`src/rtl/mtx_hop_sched.sv`:
```
// Frequency-hop scheduler: steps a signal generator through a table of phase
// increments, separated by programmable gaps, optionally gated by an external
// trigger and optionally repeating frames.
module mtx_hop_sched #(
  parameter int PHASE_WIDTH = 24,
  parameter int NHOP_WIDTH  = 6,
  parameter int CNT_WIDTH   = 24
) (
  input  logic                   clk,
  input  logic                   reset,
  input  logic                   set_stb,
  input  logic [7:0]             set_addr,
  input  logic [31:0]            set_data,
  input  logic                   trig_in,
  input  logic                   hop_ready,
  output logic                   gen_srst,
  output logic [PHASE_WIDTH-1:0] hop_ph_inc,
  output logic [NHOP_WIDTH-1:0]  hop_idx,
  output logic                   tx_active,
  output logic                   sync_out,
  output logic                   frame_done,
  output logic                   busy
);

  localparam int DEPTH = 2 ** NHOP_WIDTH;
  localparam logic [NHOP_WIDTH:0] NUM_MAX = {1'b1, {NHOP_WIDTH{1'b0}}};

  typedef enum logic [2:0] {
    S_IDLE,
    S_ARM,
    S_GAP,
    S_LOAD,
    S_HOP
  } state_t;

  state_t                 r_state;
  state_t                 w_nxt;
  logic [2:0]             r_ctrl;
  logic [NHOP_WIDTH:0]    r_num_hops;
  logic [CNT_WIDTH-1:0]   r_gap_len;
  logic [CNT_WIDTH-1:0]   r_cnt;
  logic [PHASE_WIDTH-1:0] r_table [0:DEPTH-1];
  logic                   r_trig_s1;
  logic                   r_trig_s2;
  logic                   r_trig_s3;
  logic                   r_trig_evt;

  logic                   w_wr_ctrl;
  logic                   w_wr_num;
  logic                   w_wr_gap;
  logic                   w_tbl_hit;
  logic [NHOP_WIDTH-1:0]  w_tbl_idx;
  logic [NHOP_WIDTH:0]    w_num_sel;
  logic [NHOP_WIDTH:0]    w_num_new;
  logic [CNT_WIDTH-1:0]   w_gap_sel;
  logic [CNT_WIDTH-1:0]   w_gap_new;
  logic                   w_en;
  logic                   w_trig_mode;
  logic                   w_cont;
  logic                   w_last;
  logic                   w_unused;

  assign w_unused = ^set_data;

  assign w_wr_ctrl = set_stb && (set_addr == 8'd0);
  assign w_wr_num  = set_stb && (set_addr == 8'd1);
  assign w_wr_gap  = set_stb && (set_addr == 8'd2);
  assign w_tbl_hit = set_stb && (set_addr >= 8'd64) && ({1'b0, set_addr} < 9'(64 + DEPTH));
  assign w_tbl_idx = NHOP_WIDTH'(set_addr - 8'd64);
  assign w_num_sel = set_data[NHOP_WIDTH:0];
  assign w_gap_sel = set_data[CNT_WIDTH-1:0];

  assign w_en        = r_ctrl[0];
  assign w_trig_mode = r_ctrl[1];
  assign w_cont      = r_ctrl[2];

  // A hop count reduced below the current index mid-frame ends the frame.
  assign w_last = ({1'b0, r_hop_idx_q()} + 1'b1) >= r_num_hops;

  function automatic logic [NHOP_WIDTH-1:0] r_hop_idx_q();
    return hop_idx;
  endfunction

  // Settings values sanitised at write time: zero means one, hop count clamped to table depth.
  always_comb begin
    w_num_new = w_num_sel;
    if (w_num_sel == '0)
      w_num_new = (NHOP_WIDTH+1)'(1);
    else if (w_num_sel > NUM_MAX)
      w_num_new = NUM_MAX;
    w_gap_new = w_gap_sel;
    if (w_gap_sel == '0)
      w_gap_new = CNT_WIDTH'(1);
  end

  // Settings registers.
  always_ff @(posedge clk) begin
    if (reset) begin
      r_ctrl     <= '0;
      r_num_hops <= (NHOP_WIDTH+1)'(1);
      r_gap_len  <= CNT_WIDTH'(16384);
    end else begin
      if (w_wr_ctrl) r_ctrl     <= set_data[2:0];
      if (w_wr_num)  r_num_hops <= w_num_new;
      if (w_wr_gap)  r_gap_len  <= w_gap_new;
    end
  end

  // Hop table write port; contents survive reset.
  always_ff @(posedge clk) begin
    if (w_tbl_hit)
      r_table[w_tbl_idx] <= set_data[PHASE_WIDTH-1:0];
  end

  // Two-flop synchronizer plus registered rising-edge detect on the trigger pin.
  always_ff @(posedge clk) begin
    if (reset) begin
      r_trig_s1  <= 1'b0;
      r_trig_s2  <= 1'b0;
      r_trig_s3  <= 1'b0;
      r_trig_evt <= 1'b0;
    end else begin
      r_trig_s1  <= trig_in;
      r_trig_s2  <= r_trig_s1;
      r_trig_s3  <= r_trig_s2;
      r_trig_evt <= r_trig_s2 & ~r_trig_s3;
    end
  end

  // Next-state selection; clearing enable overrides every state.
  always_comb begin
    w_nxt = r_state;
    if (!w_en) begin
      w_nxt = S_IDLE;
    end else begin
      case (r_state)
        S_IDLE: w_nxt = w_trig_mode ? S_ARM : S_GAP;
        S_ARM:  if (r_trig_evt) w_nxt = S_GAP;
        S_GAP:  if (r_cnt == CNT_WIDTH'(1)) w_nxt = S_LOAD;
        S_LOAD: w_nxt = S_HOP;
        S_HOP: begin
          if (hop_ready) begin
            if (!w_last)
              w_nxt = S_GAP;
            else if (w_cont)
              w_nxt = w_trig_mode ? S_ARM : S_GAP;
            else
              w_nxt = S_IDLE;
          end
        end
        default: w_nxt = S_IDLE;
      endcase
    end
  end

  // State, gap counter, hop index, table read register and registered status outputs.
  // The table read register only loads in LOAD, so it doubles as hop_ph_inc and
  // naturally returns pre-write data on a same-cycle write collision.
  always_ff @(posedge clk) begin
    if (reset) begin
      r_state    <= S_IDLE;
      r_cnt      <= '0;
      hop_idx    <= '0;
      hop_ph_inc <= '0;
      frame_done <= 1'b0;
      gen_srst   <= 1'b1;
      tx_active  <= 1'b0;
      sync_out   <= 1'b0;
      busy       <= 1'b0;
    end else begin
      r_state <= w_nxt;

      if (w_nxt == S_GAP && r_state != S_GAP)
        r_cnt <= r_gap_len;
      else if (r_state == S_GAP)
        r_cnt <= r_cnt - 1'b1;

      if (!w_en)
        hop_idx <= '0;
      else if (r_state == S_HOP && hop_ready)
        hop_idx <= w_last ? '0 : hop_idx + 1'b1;

      if (w_en && r_state == S_LOAD)
        hop_ph_inc <= r_table[hop_idx];

      frame_done <= w_en && (r_state == S_HOP) && hop_ready && w_last;
      gen_srst   <= (w_nxt != S_HOP);
      tx_active  <= (w_nxt == S_HOP);
      sync_out   <= (w_nxt == S_GAP);
      busy       <= (w_nxt != S_IDLE);
    end
  end

endmodule

```
`config.mk`:
```
export PLATFORM = sky130hd
export DESIGN_NAME = mtx_hop_sched
export DESIGN_NICKNAME = d
export VERILOG_FILES = /design/src/rtl/mtx_hop_sched.sv
export SDC_FILE = /design/constraint.sdc
export NUM_CORES = 2
export LEC_CHECK = 0
export BUFFER_PORTS_ARGS = -buffer_cell sky130_fd_sc_hd__buf_4
export CAP_MARGIN = 0
export CORE_MARGIN = 2
export CORE_UTILIZATION = 40
export CTS_BUF_LIST = sky130_fd_sc_hd__clkbuf_16
export DETAILED_ROUTE_END_ITERATION = 7
export SKIP_CTS_REPAIR_TIMING = 1
export SKIP_LAST_GASP = 1
export SYNTH_ARGS = -nofsm -noshare
export SYNTH_HDL_FRONTEND = slang
export SYNTH_SLANG_ARGS = --single-unit
```
`constraint.sdc`:
```
create_clock -name clk -period 5 [get_ports clk]
set_input_delay 0.25 -clock clk [delete_from_list [all_inputs] [get_ports clk]]
set_output_delay 0.25 -clock clk [all_outputs]
set_load 0.01 [all_outputs]
```
==> impl_metrics.ini <==
[status]
status = finished clean

[timing]
clock.fmax_ghz = 0.263
finalCritPeriodShare_pct = 76.1
period_minus_slack_ns = 3.80
maxSlewViolCount = 0
setup_violations = 0
slew_headroom_pct = 22.3
final_hold_viol_count = 0
worst_pin_slew_ns = 1.16
fin_skew_ns = 0.0229
setup_tns_ns = 0
rsz0062_at_grt = false

[critical_path]
crit_path_start = hop_idx[2]$_SDFFE_PP0P_
cp_top_family = compound AO/OA/AOI/OAI gates
crit_required_ns = 5.69
worst-path-buf-inv = 0
reg2reg_slack_ns = 1.20
path_depth = 11
cp_max_fo = 33
critPathLaunchType = flip-flop
r2r_end = r_cnt[9]$_SDFFE_PP0P_
reg2reg_from = hop_idx[2]$_SDFFE_PP0P_
worstSetupEndpoint = r_cnt[9]$_SDFFE_PP0P_
crit_chain = and2_1, nand4_1, xnor2_1, ha_1, nand2_1, o21a_1, o211a_1, o211ai_1, or2_1, nor3_2, a2111oi_4
crit_slowest_cell = dfxtp_4
worstSetupPathType = flip-flop to flip-flop
worst_setup_path_end_kind = flip-flop
cp.arrival_ns = 4.49
r2r_cells = 11
max_stage_delay_ns = 0.85

[power]
p_seq_share_pct = 55.3
switching_share_pct = 20.0
ir_drop_v = 0.000324
p_sw_mw = 5.43
p_leak_nw = 21.7
cell_internal_pwr_mw = 21.7
combPwrFrac_pct = 1.3
clock_power_share_pct = 43.4
powerDensity_nw_per_um2 = 378

[logic_synthesis]
yosys_warnings = 0
syn_area_sq_um = 62900
syn-num-nets = 3050
synth_top_area_share_pct = 73.3
synth_area_leader_cell = edfxtp_1
avgSynthCellArea_sq_um = 21.0
ys_ff_latch = 1636
async_reset_ff_share_pct = 0
post_synth_num_cell_types = 68
synth.area.top_cells = edfxtp_1, mux4_2, dfxtp_1, mux2_2, a21oi_1
ys_seq_area_share_pct = 76.5
netlist_instances = 2995
synth_ff_type = edfxtp_1
synth-edff-count = 1536

[clock_tree]
cts_buffers = 165
clock_sinks = 1636
cts-root-buf = clkbuf_16
clk_path_buf_depth = 3
clock_latency_ns = 0.79
cts_tree = built
ctsHtreeMaxLevel = 4
clkSlewWorstSetupHoldPaths_ns = 0.06

[die]
die_area_sq_um = 160000
pin_count = 80
coreArea_sq_um = 156000
initial_core_util_pct = 40.3
die_w_microns = 400
rows = 145
die_y_microns = 400

[finish]
syn2layout_area_growth_pct = 14.1
final_util_pct = 45.9
drive_above_1_share_pct = 28.3
nNetsFinal = 3218
seqCellArea_sq_um = 48100
n_fill_cell = 12898
multiInputGateArea_sq_um = 14400

[placed_design]
hpwl_microns = 83900
finalWeightedCongestion = 0.791
port_buffers = 71

[grt]
grt_pass1_vias = 30263
grt_max_degree = 119
globalRouteOverflowTotal = 0
grt_pass1_wl_microns = 221000
grt_usage_pct = 19.3
grt_antenna_before_repair = 16

[worst_hold_path]
min_path_cells = 3
hold_class = primary input to flip-flop

[route]
routed_wirelength_microns = 156000
vias_per_cell = 5.73
vias = 30696
ant_nets = 0
drtIter0Drc = 3528
drc_errors = 0
wl_per_cell_microns = 29.1
dr.pass1.iters = 5

[flow_run]
cap_violations = 0
## power by group through the flow
| stage | clock network (mW) | logic [mW] | registers, mW |
|---|---|---|---|
| floorplan | 0 | 0.0501 | 15.3 |
| global placement | 0 | 0.343 | 15.3 |
| detailed placement | 0 | 0.358 | 15.3 |
| CTS | 12.0 | 0.357 | 15.0 |
| global route | 12.5 | 0.385 | 15.0 |
| finish | 11.8 | 0.359 | 15.0 |
## flip-flops by register name (all words and copies together) (netlist names), 3 cells and up
name and count:
hop_ph_inc 24, r_gap_len 24, hop_idx 6, r_ctrl 3
r_table 1536, r_num_hops 7, r_cnt 24, r_state 3
## tightest hold or removal path, stage by stage
cell	delay, ns
buf_4	0.13
nor2b_1	0.14
and3_1	0.23
## cell usage after synthesis, types with 26 or more instances
master and n:
a211oi_1 28, a21oi_1 103, a221oi_1 49, and3_1 27, buf_1 40, buf_2 33
clkbuf_1 100, dfxtp_1 100, edfxtp_1 1536, mux2_2 48, mux2i_1 51, mux4_2 408
nand2_1 98, nor2_1 134, o21ai_0 40, o22ai_1 26
## metrics by stage
| stage | setup slack [ns] | cell area [sq um] | cells | power, mW | hold slack (ns) |
|---|---|---|---|---|---|
| after CTS | 1.18 | 71600 | 5348 | 27.3 | -0.348 |
| after global routing | 0.959 | 71700 | 5357 | 27.8 | 0.00115 |
| after global placement | 1.23 | 66500 | 5045 | 15.6 | 0.383 |
| after floorplan | 1.20 | 62900 | 2995 | 15.3 | 0.349 |
| after detailed placement | 1.19 | 66500 | 5045 | 15.6 | 0.385 |
| final | 1.20 | 71700 | 5359 | 27.1 | 0.0115 |
## routing by layer
layer / track usage, % / vias to the layer above / wire (microns)
met5: 0 / - / 79
met1: 28.0 / 16456 / 67500
met4: 5.45 / 12 / 3540
met2: 29.6 / 1159 / 72700
li1: - / 12855 / -
met3: 3.93 / 214 / 12300
## how the worst min path moves through the flow
stage	from	end
5_1_grt	reset	frame_done$_SDFF_PP0_
3_3_place_gp	r_trig_s3$_SDFF_PP0_	r_trig_evt$_SDFF_PP0_
6_report	reset	frame_done$_SDFF_PP0_
4_1_cts	trig_in	r_trig_s1$_SDFF_PP0_
2_1_floorplan	set_data[0]	r_table[0][0]$_DFFE_PP_
3_5_place_dp	r_trig_s3$_SDFF_PP0_	r_trig_evt$_SDFF_PP0_
## kinds of logic (layout without fill, tap and decap cells)
kind of cell,after synthesis,count (layout),synth area share [%]
adder cells (fa/ha/maj),11,11,0.215
flip-flops,1636,1636,76.5
other,0,2,0
AO/OA/AOI/OAI,286,286,2.94
AND/OR/NAND/NOR,359,359,2.70
buffers and inverters,187,491,1.19
multiplexers,507,507,16.3
XOR/XNOR,9,9,0.125
## cells in the final DEF (no fill, tap or decap), types with 48 or more instances in the layout
cell       count
nor2_1        68
mux4_2       408
a221oi_1      49
a21oi_1      102
buf_4        157
clkbuf_16    170
inv_1         51
mux2_2        48
nand2_1       98
dfxtp_1       95
edfxtp_1    1536
mux2i_1       51
## final cells by class
type	instances	area share, %
diodes	2	0.00698
clock buffers	170	5.93
clock inverters	133	1.27
well taps	2058	3.59
flip-flops and latches	1636	67.1
repair buffers	175	2.02
inverters	13	0.0680
multi-input cells	1172	20.0
No activity file was read; power rests on OpenSTA's default activity.
